**src/rtl/baccarat_pkg.sv**
```systemverilog
`default_nettype none
// +--------------------------------------------------------------------+
// | Module : baccarat_pkg                                              |
// | Desc   : Shared state encoding, card codes and scoring helpers.    |
// | Rev    : 1.0                                                       |
// +--------------------------------------------------------------------+
package baccarat_pkg;

  typedef enum logic [3:0] {
    S_IDLE = 4'd0,
    S_P1   = 4'd1,
    S_D1   = 4'd2,
    S_P2   = 4'd3,
    S_D2   = 4'd4,
    S_EVAL = 4'd5,
    S_P3   = 4'd6,
    S_BANK = 4'd7,
    S_D3   = 4'd8,
    S_DONE = 4'd9
  } state_t;

  localparam logic [3:0] CARD_NONE = 4'd0;
  localparam logic [3:0] CARD_A    = 4'd1;
  localparam logic [3:0] CARD_9    = 4'd9;
  localparam logic [3:0] CARD_T    = 4'd10;
  localparam logic [3:0] CARD_J    = 4'd11;
  localparam logic [3:0] CARD_Q    = 4'd12;
  localparam logic [3:0] CARD_K    = 4'd13;

  // Tens, faces, "no card" and any illegal code all score zero.
  function automatic logic [3:0] card_points(input logic [3:0] code);
    if (code >= CARD_A && code <= CARD_9) return code;
    return 4'd0;
  endfunction

  function automatic logic dealer_draws(input logic [3:0] dscore, input logic [3:0] pts);
    case (dscore)
      4'd0, 4'd1, 4'd2: return 1'b1;
      4'd3:             return (pts != 4'd8);
      4'd4:             return (pts >= 4'd2) && (pts <= 4'd7);
      4'd5:             return (pts >= 4'd4) && (pts <= 4'd7);
      4'd6:             return (pts >= 4'd6) && (pts <= 4'd7);
      default:          return 1'b0;
    endcase
  endfunction

endpackage
`default_nettype wire

```
**src/rtl/baccarat_bank_rule.sv**
```systemverilog
`default_nettype none
// +--------------------------------------------------------------------+
// | Module : baccarat_bank_rule                                        |
// | Desc   : Dealer third-card decision after the player has drawn.    |
// | Rev    : 1.0                                                       |
// +--------------------------------------------------------------------+
module baccarat_bank_rule
  import baccarat_pkg::*;
(
  input  logic [3:0] dscore,
  input  logic [3:0] pcard3,
  output logic       draw
);

  logic [3:0] w_pts;

  assign w_pts = card_points(pcard3);
  assign draw  = dealer_draws(dscore, w_pts);

endmodule
`default_nettype wire

```
**src/rtl/baccarat_fsm.sv**
```systemverilog
`default_nettype none
// +--------------------------------------------------------------------+
// | Module : baccarat_fsm                                              |
// | Desc   : Sequences card load strobes and drives the win lights.    |
// | Rev    : 1.0                                                       |
// +--------------------------------------------------------------------+
module baccarat_fsm
  import baccarat_pkg::*;
#(
  parameter int unsigned NATURAL_MIN     = 8,
  parameter int unsigned PLAYER_DRAW_MAX = 5
) (
  input  logic       slow_clock,
  input  logic       reset,
  input  logic [3:0] pscore,
  input  logic [3:0] dscore,
  input  logic [3:0] pcard3,
  output logic       load_pcard1,
  output logic       load_pcard2,
  output logic       load_pcard3,
  output logic       load_dcard1,
  output logic       load_dcard2,
  output logic       load_dcard3,
  output logic       player_win_light,
  output logic       dealer_win_light
);

  localparam logic [3:0] c_NATURAL_MIN     = 4'(NATURAL_MIN);
  localparam logic [3:0] c_PLAYER_DRAW_MAX = 4'(PLAYER_DRAW_MAX);

  state_t r_state;
  state_t w_next;
  logic   w_bank_draw;
  logic   w_natural;

  baccarat_bank_rule u_bank_rule (
    .dscore (dscore),
    .pcard3 (pcard3),
    .draw   (w_bank_draw)
  );

  assign w_natural = (pscore >= c_NATURAL_MIN) || (dscore >= c_NATURAL_MIN);

  always_ff @(posedge slow_clock) begin
    if (reset) r_state <= S_IDLE;
    else       r_state <= w_next;
  end

  always_comb begin
    w_next           = S_IDLE;
    load_pcard1      = 1'b0;
    load_pcard2      = 1'b0;
    load_pcard3      = 1'b0;
    load_dcard1      = 1'b0;
    load_dcard2      = 1'b0;
    load_dcard3      = 1'b0;
    player_win_light = 1'b0;
    dealer_win_light = 1'b0;
    case (r_state)
      S_IDLE: w_next = S_P1;
      S_P1: begin
        load_pcard1 = 1'b1;
        w_next      = S_D1;
      end
      S_D1: begin
        load_dcard1 = 1'b1;
        w_next      = S_P2;
      end
      S_P2: begin
        load_pcard2 = 1'b1;
        w_next      = S_D2;
      end
      S_D2: begin
        load_dcard2 = 1'b1;
        w_next      = S_EVAL;
      end
      S_EVAL: begin
        if (w_natural)                        w_next = S_DONE;
        else if (pscore <= c_PLAYER_DRAW_MAX) w_next = S_P3;
        else if (dscore <= c_PLAYER_DRAW_MAX) w_next = S_D3;
        else                                  w_next = S_DONE;
      end
      S_P3: begin
        load_pcard3 = 1'b1;
        w_next      = S_BANK;
      end
      // Player's third card is in its register by now, so pcard3 is valid.
      S_BANK: w_next = w_bank_draw ? S_D3 : S_DONE;
      S_D3: begin
        load_dcard3 = 1'b1;
        w_next      = S_DONE;
      end
      S_DONE: begin
        w_next           = S_DONE;
        player_win_light = (pscore >= dscore);
        dealer_win_light = (dscore >= pscore);
      end
      default: w_next = S_IDLE;
    endcase
  end

endmodule
`default_nettype wire

```
**config.mk**
```make
export PLATFORM = sky130hd
export DESIGN_NAME = baccarat_fsm
export DESIGN_NICKNAME = d
export VERILOG_FILES = /design/src/rtl/baccarat_pkg.sv /design/src/rtl/baccarat_bank_rule.sv /design/src/rtl/baccarat_fsm.sv
export SDC_FILE = /design/constraint.sdc
export NUM_CORES = 1
export LEC_CHECK = 0
export CAP_MARGIN = 5
export CORE_UTILIZATION = 25
export CTS_CLUSTER_DIAMETER = 120
export DETAILED_ROUTE_END_ITERATION = 16
export DONT_BUFFER_PORTS = 1
export MAX_ROUTING_LAYER = met4
export PLACE_DENSITY_LB_ADDON = 0.1
export SETUP_SLACK_MARGIN = 0.3
export SKIP_CTS_REPAIR_TIMING = 1
export SLEW_MARGIN = 30
export SYNTH_ARGS = -nofsm -noshare
export SYNTH_HDL_FRONTEND = slang
export SYNTH_SLANG_ARGS = --single-unit
export TNS_END_PERCENT = 20
```
**constraint.sdc**
```tcl
create_clock -name slow_clock -period 2.2 [get_ports slow_clock]
set_clock_uncertainty 0.05 [all_clocks]
set_input_delay 0.44 -clock slow_clock [delete_from_list [all_inputs] [get_ports slow_clock]]
set_output_delay 0.44 -clock slow_clock [all_outputs]
set_load 0.02 [all_outputs]
```
==> results_dict.tcl, run 1 <==
set metrics [dict create \
    vias 456 \
    coreArea_sq_um 1730 \
    crit_path_start_kind "primary input" \
    dr.pass1.iters 3 \
    synth-simple-area-share_pct 31.2 \
    largest-register "r_state" \
    cts_tree "yes" \
    cts_buffers 3 \
    drive_gt1_share_pct 26.9 \
    final_nets 87 \
    p_comb_share_pct 30.4 \
    synth.area.mux_share_pct 0 \
    cap_violations 0 \
    power_frac_seq_pct 33.7 \
    antenna_found_initial 0 \
    p_int_uw 177 \
    postSynthAreaPerCell_sq_um 7.69 \
    crit_path_top_delay_cell "o31a_1" \
    finalHoldViolations 0 \
    rows 15 \
    power-per-cell-area_nw_per_um2 442 \
    routedWlPerCell_um 12.3 \
    start_util_pct 26.7 \
    reg2reg_slack_ns 0.85 \
    hold_depth 1 \
    min-delay-start "reset" \
    tns_ns 0 \
    rr_worst_depth 4 \
    timing.rr.end "r_state[0]" \
    worst-path-buf-inv 0 \
    portBuffers 0 \
    netlist_instances 60 \
    grt_usage_pct 13.3 \
    postLayoutCoreUtil_pct 33.6 \
    maxSlewHeadroom_pct 74.7 \
    drv_slew 0 \
    setup_viol 0 \
    clkPwrFrac_pct 35.9 \
    synth_top_family_by_area "compound AO/OA/AOI/OAI gates" \
    holdPathEnd "r_state[3]" \
    synth.distinct_cells 26 \
    largest_register_ffs 4 \
    io_pins 22 \
    ys_warn_count 0 \
    cpPeakStageDelay_ns 0.33 \
    largestRegisters "r_state (4)" \
    netlist_area_sq_um 462 \
    drt-initial-drc-count 3 \
    synth_seq_cells 4 \
    period_share_pct 89.4 \
    period_needed_ns 1.97 \
    worst_pin_slew_ns 0.378 \
    syn-num-nets 78 \
    p_sw_share_pct 30.8 \
    r2r_start "r_state[2]" \
    gp_congestion 0.720 \
    cts_htree_levels 1 \
    die_w_um 45.0 \
    syn_to_final_growth_pct 25.7 \
    path_class "primary input to output pin" \
    ctsLongestPathBuffers 2 \
    cp-end-kind "output pin" \
    ys_seq_area_share_pct 17.3 \
    p_total_uw 257 \
    cp_max_fo 4 \
    synth_compound_area_share_pct 32.8 \
    n_antenna_cell 0 \
    insertion_delay_ns 0.24 \
    numClockSinks 4 \
    drc 0 \
    path_clk_slew_ns 0.04 \
    netSwitchingPower_uw 79.1 \
    critPathTopFamily "compound AO/OA/AOI/OAI gates" \
    status "finished, final reports clean" \
    rsz0062_at_grt "yes" \
    root_buffer "clkbuf_4" \
    ant_nets 0 \
    worstPathArrival_ns 1.48 \
    synthXorXnorAreaFrac_pct 0 \
    layout_common_cells "7 x nor3_1, 7 x buf_4" \
    cp.required_ns 1.71 \
    first_global_vias 411 \
    hpwl_um 925 \
    wirelength_um 1130 \
    die_h_um 45.0 \
    path_cells "ha_4 -> nor2b_1 -> o21a_1 -> o21a_1 -> o31a_1" \
    grt_first_pass_wirelength_um 1880 \
    cp-startpoint "dscore[1]" \
    dieArea_sq_um 2020 \
    path_common_cell "o21a_1" \
    p_leak_uw 0.000210 \
    vias_per_cell 4.96 \
    grt_max_degree 11 \
    synthAdderAreaFrac_pct 10.8 \
    globalRouteOverflowTotal 0 \
    fmax_ghz 0.509 \
    crit_cells 5 \
    ir_worst_vdd_v 0.000232 \
    min_path_type "primary input to flip-flop" \
]
## cell type report
| type | count | area (sq um) |
|---|---|---|
| timing repair buffer | 7 | 52.6 |
| clock buffer | 3 | 22.5 |
| inverter | 5 | 23.8 |
| tap | 25 | 31.3 |
| fill | 199 | 1150 |
| sequential | 4 | 81.3 |
| multi-input combinational | 48 | 369 |
## worst max path at each step
stage	end	slack, ns
floorplan	dealer_win_light	0.21
global placement	dealer_win_light	0.18
detailed placement	dealer_win_light	0.17
CTS	dealer_win_light	0.16
global route	dealer_win_light	0.22
finish	dealer_win_light	0.23
## through the flow
| step | instances | hold slack [ns] | area [sq um] | setup slack [ns] |
|---|---|---|---|---|
| finish | 92 | 0.220 | 581 | 0.234 |
| global route | 92 | 0.209 | 581 | 0.215 |
| CTS | 92 | 0.212 | 572 | 0.160 |
| detailed placement | 89 | 0.465 | 549 | 0.172 |
| global placement | 89 | 0.464 | 549 | 0.175 |
| floorplan | 60 | 0.462 | 483 | 0.208 |
## Yosys cell counts, drive strengths merged
library cell / number / area share (%)
o211ai: 2 / 3.3
nand2b: 5 / 8.4
a21oi: 1 / 1.1
nor3: 7 / 7.6
dfxtp: 4 / 17
o21ai: 4 / 4.3
a2111oi: 2 / 9.2
inv: 5 / 4.1
nand2: 4 / 3.3
ha: 4 / 11
o31a: 1 / 1.9
nor2: 5 / 4.6
and4: 1 / 1.9
or3: 1 / 1.4
buf: 3 / 3.8
a211oi: 3 / 4.9
nor4: 1 / 1.4
a31oi: 1 / 1.4
o41ai: 1 / 1.9
o21a: 2 / 3.3
nor2b: 2 / 2.7
o21bai: 1 / 1.6
## power by group through the flow
stage,Clock (uW),Combinational (uW),Sequential (uW)
CTS,97.3,78.6,85.9
floorplan,0,61.9,82.9
global placement,0,79.6,87.3
global route,102,87.1,87.7
detailed placement,0,77.8,87.1
finish,92.0,78.0,86.6
## logic make-up (layout without fill, tap and decap cells)
logic type,after synthesis,in the layout
and+or+nand+nor,26,26
AOI/OAI and AO/OA,18,18
buffers and inverters,8,15
adders and majority gates,4,4
DFF,4,4
## layer usage
layer	part of all wire [%]	vias to the layer above	track usage [%]	wire length, um
met5	0	-	-	0
met4	0	0	1.82	0
met3	6.7	0	5.20	76
met2	45	15	20.3	515
met1	48	200	17.0	542
li1	-	241	-	-
No activity file was read; power rests on OpenSTA's default activity.
==> run 2: changes to the inputs <==
SLEW_MARGIN = unset   (was 30)
==> results of run 2 <==
Final layout, timing and power as in run 1 (identical DEF).
==> run 3: changes to the inputs <==
SETUP_SLACK_MARGIN = 0.1   (was 0.3)
==> run 3 against run 2 <==
Against the previous run:
- final cell count unchanged
- worst hold slack worse by 0.0024 ns
- die area did not move
- maximum frequency down 3.4%
- first-iteration DRC count grew to 3.3 times the previous value
- global-route usage up 1.0 points
- sequential cell count stayed put
- non-clock buffer count did not move
- clock power rose by 1%
- register-to-register slack worse by 0.03 ns
- sequential power about the same
- highest routed layer unchanged
==> results_dict.tcl, run 3 (synthesis results as in run 1) <==
set metrics [dict create \
    rsz0062_at_grt "no" \
    globalRouteOverflowTotal 0 \
    path_clk_slew_ns 0.04 \
    drv_slew 0 \
    wirelength_um 1170 \
    status "finished, final reports clean" \
    p_total_uw 254 \
    cp-end-kind "output pin" \
    syn_to_final_growth_pct 19.5 \
    cp.required_ns 1.71 \
    io_pins 22 \
    placed_cell_area_sq_um 528 \
    worst_pin_slew_ns 0.395 \
    period_needed_ns 2.03 \
    drive_gt1_share_pct 22.4 \
    antenna_found_initial 0 \
    largest-register "r_state" \
    min_path_type "primary input to flip-flop" \
    period_share_pct 92.5 \
    dieArea_sq_um 2020 \
    grt_max_degree 12 \
    rows 15 \
    portBuffers 0 \
    n_antenna_cell 0 \
    routedWlPerCell_um 12.8 \
    ir_worst_vdd_v 0.000171 \
    final_nets 87 \
    cap_violations 0 \
    grt_first_pass_wirelength_um 2010 \
    fin_area_sq_um 552 \
    ctsLongestPathBuffers 2 \
    fmax_ghz 0.491 \
    layout_common_cells "7 x nor3_1, 7 x buf_4, 5 x inv_1" \
    ant_nets 0 \
    drt-initial-drc-count 10 \
    cts_tree "yes" \
    largest_register_ffs 4 \
    first_global_vias 454 \
    grt_usage_pct 14.3 \
    dr.pass1.iters 4 \
    coreArea_sq_um 1730 \
    crit_path_start_kind "primary input" \
    vias_per_cell 5.17 \
    setup_viol 0 \
    die_h_um 45.0 \
    vias 476 \
    gp_congestion 0.774 \
    hpwl_um 950 \
    cts_buffers 3 \
    path_class "primary input to output pin" \
    finalHoldViolations 0 \
    tns_ns 0 \
    numClockSinks 4 \
    p_leak_uw 0.000209 \
    cp_max_fo 3 \
    hold_ws_ns 0.217 \
    largestRegisters "r_state (4)" \
    power-per-cell-area_nw_per_um2 461 \
    maxSlewHeadroom_pct 73.6 \
    insertion_delay_ns 0.24 \
    cts_htree_levels 1 \
    die_w_um 45.0 \
    start_util_pct 26.7 \
    worstPathArrival_ns 1.54 \
    root_buffer "clkbuf_4" \
    drc 0 \
]
[run 3: critical path: stages]
cell	delay, ns
inv_1	0.02
ha_1	0.28
nor2b_1	0.13
o21a_1	0.16
o21a_1	0.18
o31a_1	0.32
[run 3: final timing paths]
path | from | end | slack (ns) | cells after the start
worst max-delay path | pscore[1] | dealer_win_light | 0.17 | 6
worst min-delay path | reset | r_state[3] | 0.22 | 1
worst max register to register | r_state[2] | r_state[0] | 0.82 | 4
worst min register to register | r_state[3] | r_state[2] | 0.48 | 1
[run 3: area by class of cell]
type / count / area, sq um
fillers: 202 / 1170
multi-input cells: 48 / 345
flip-flops and latches: 4 / 81.3
well taps: 25 / 31.3
repair buffers: 7 / 52.6
inverters: 5 / 18.8
clock buffers: 3 / 22.5
[run 3: metal layers]
layer / wire, um / GRT usage (%)
met5: 0 / -
met4: 0 / 1.82
met3: 102 / 8.00
met2: 529 / 20.6
met1: 540 / 18.0
[run 3: report_power, final]
| group | internal [uW] | leakage, uW | switching [uW] |
|---|---|---|---|
| combinational | 35.8 | 0.000161 | 39.3 |
| clock | 61.1 | 0.0000138 | 31.7 |
| sequential | 78.2 | 0.0000334 | 8.19 |
[run 3: stage by stage]
step | util (%) | setup WS [ns] | instances
6_report | 32.0 | 0.165 | 92
5_1_grt | 32.0 | 0.128 | 92
4_1_cts | 31.9 | 0.170 | 92
3_5_place_dp | 30.6 | 0.178 | 89
3_3_place_gp | 30.6 | 0.184 | 89
2_1_floorplan | - | 0.185 | 60
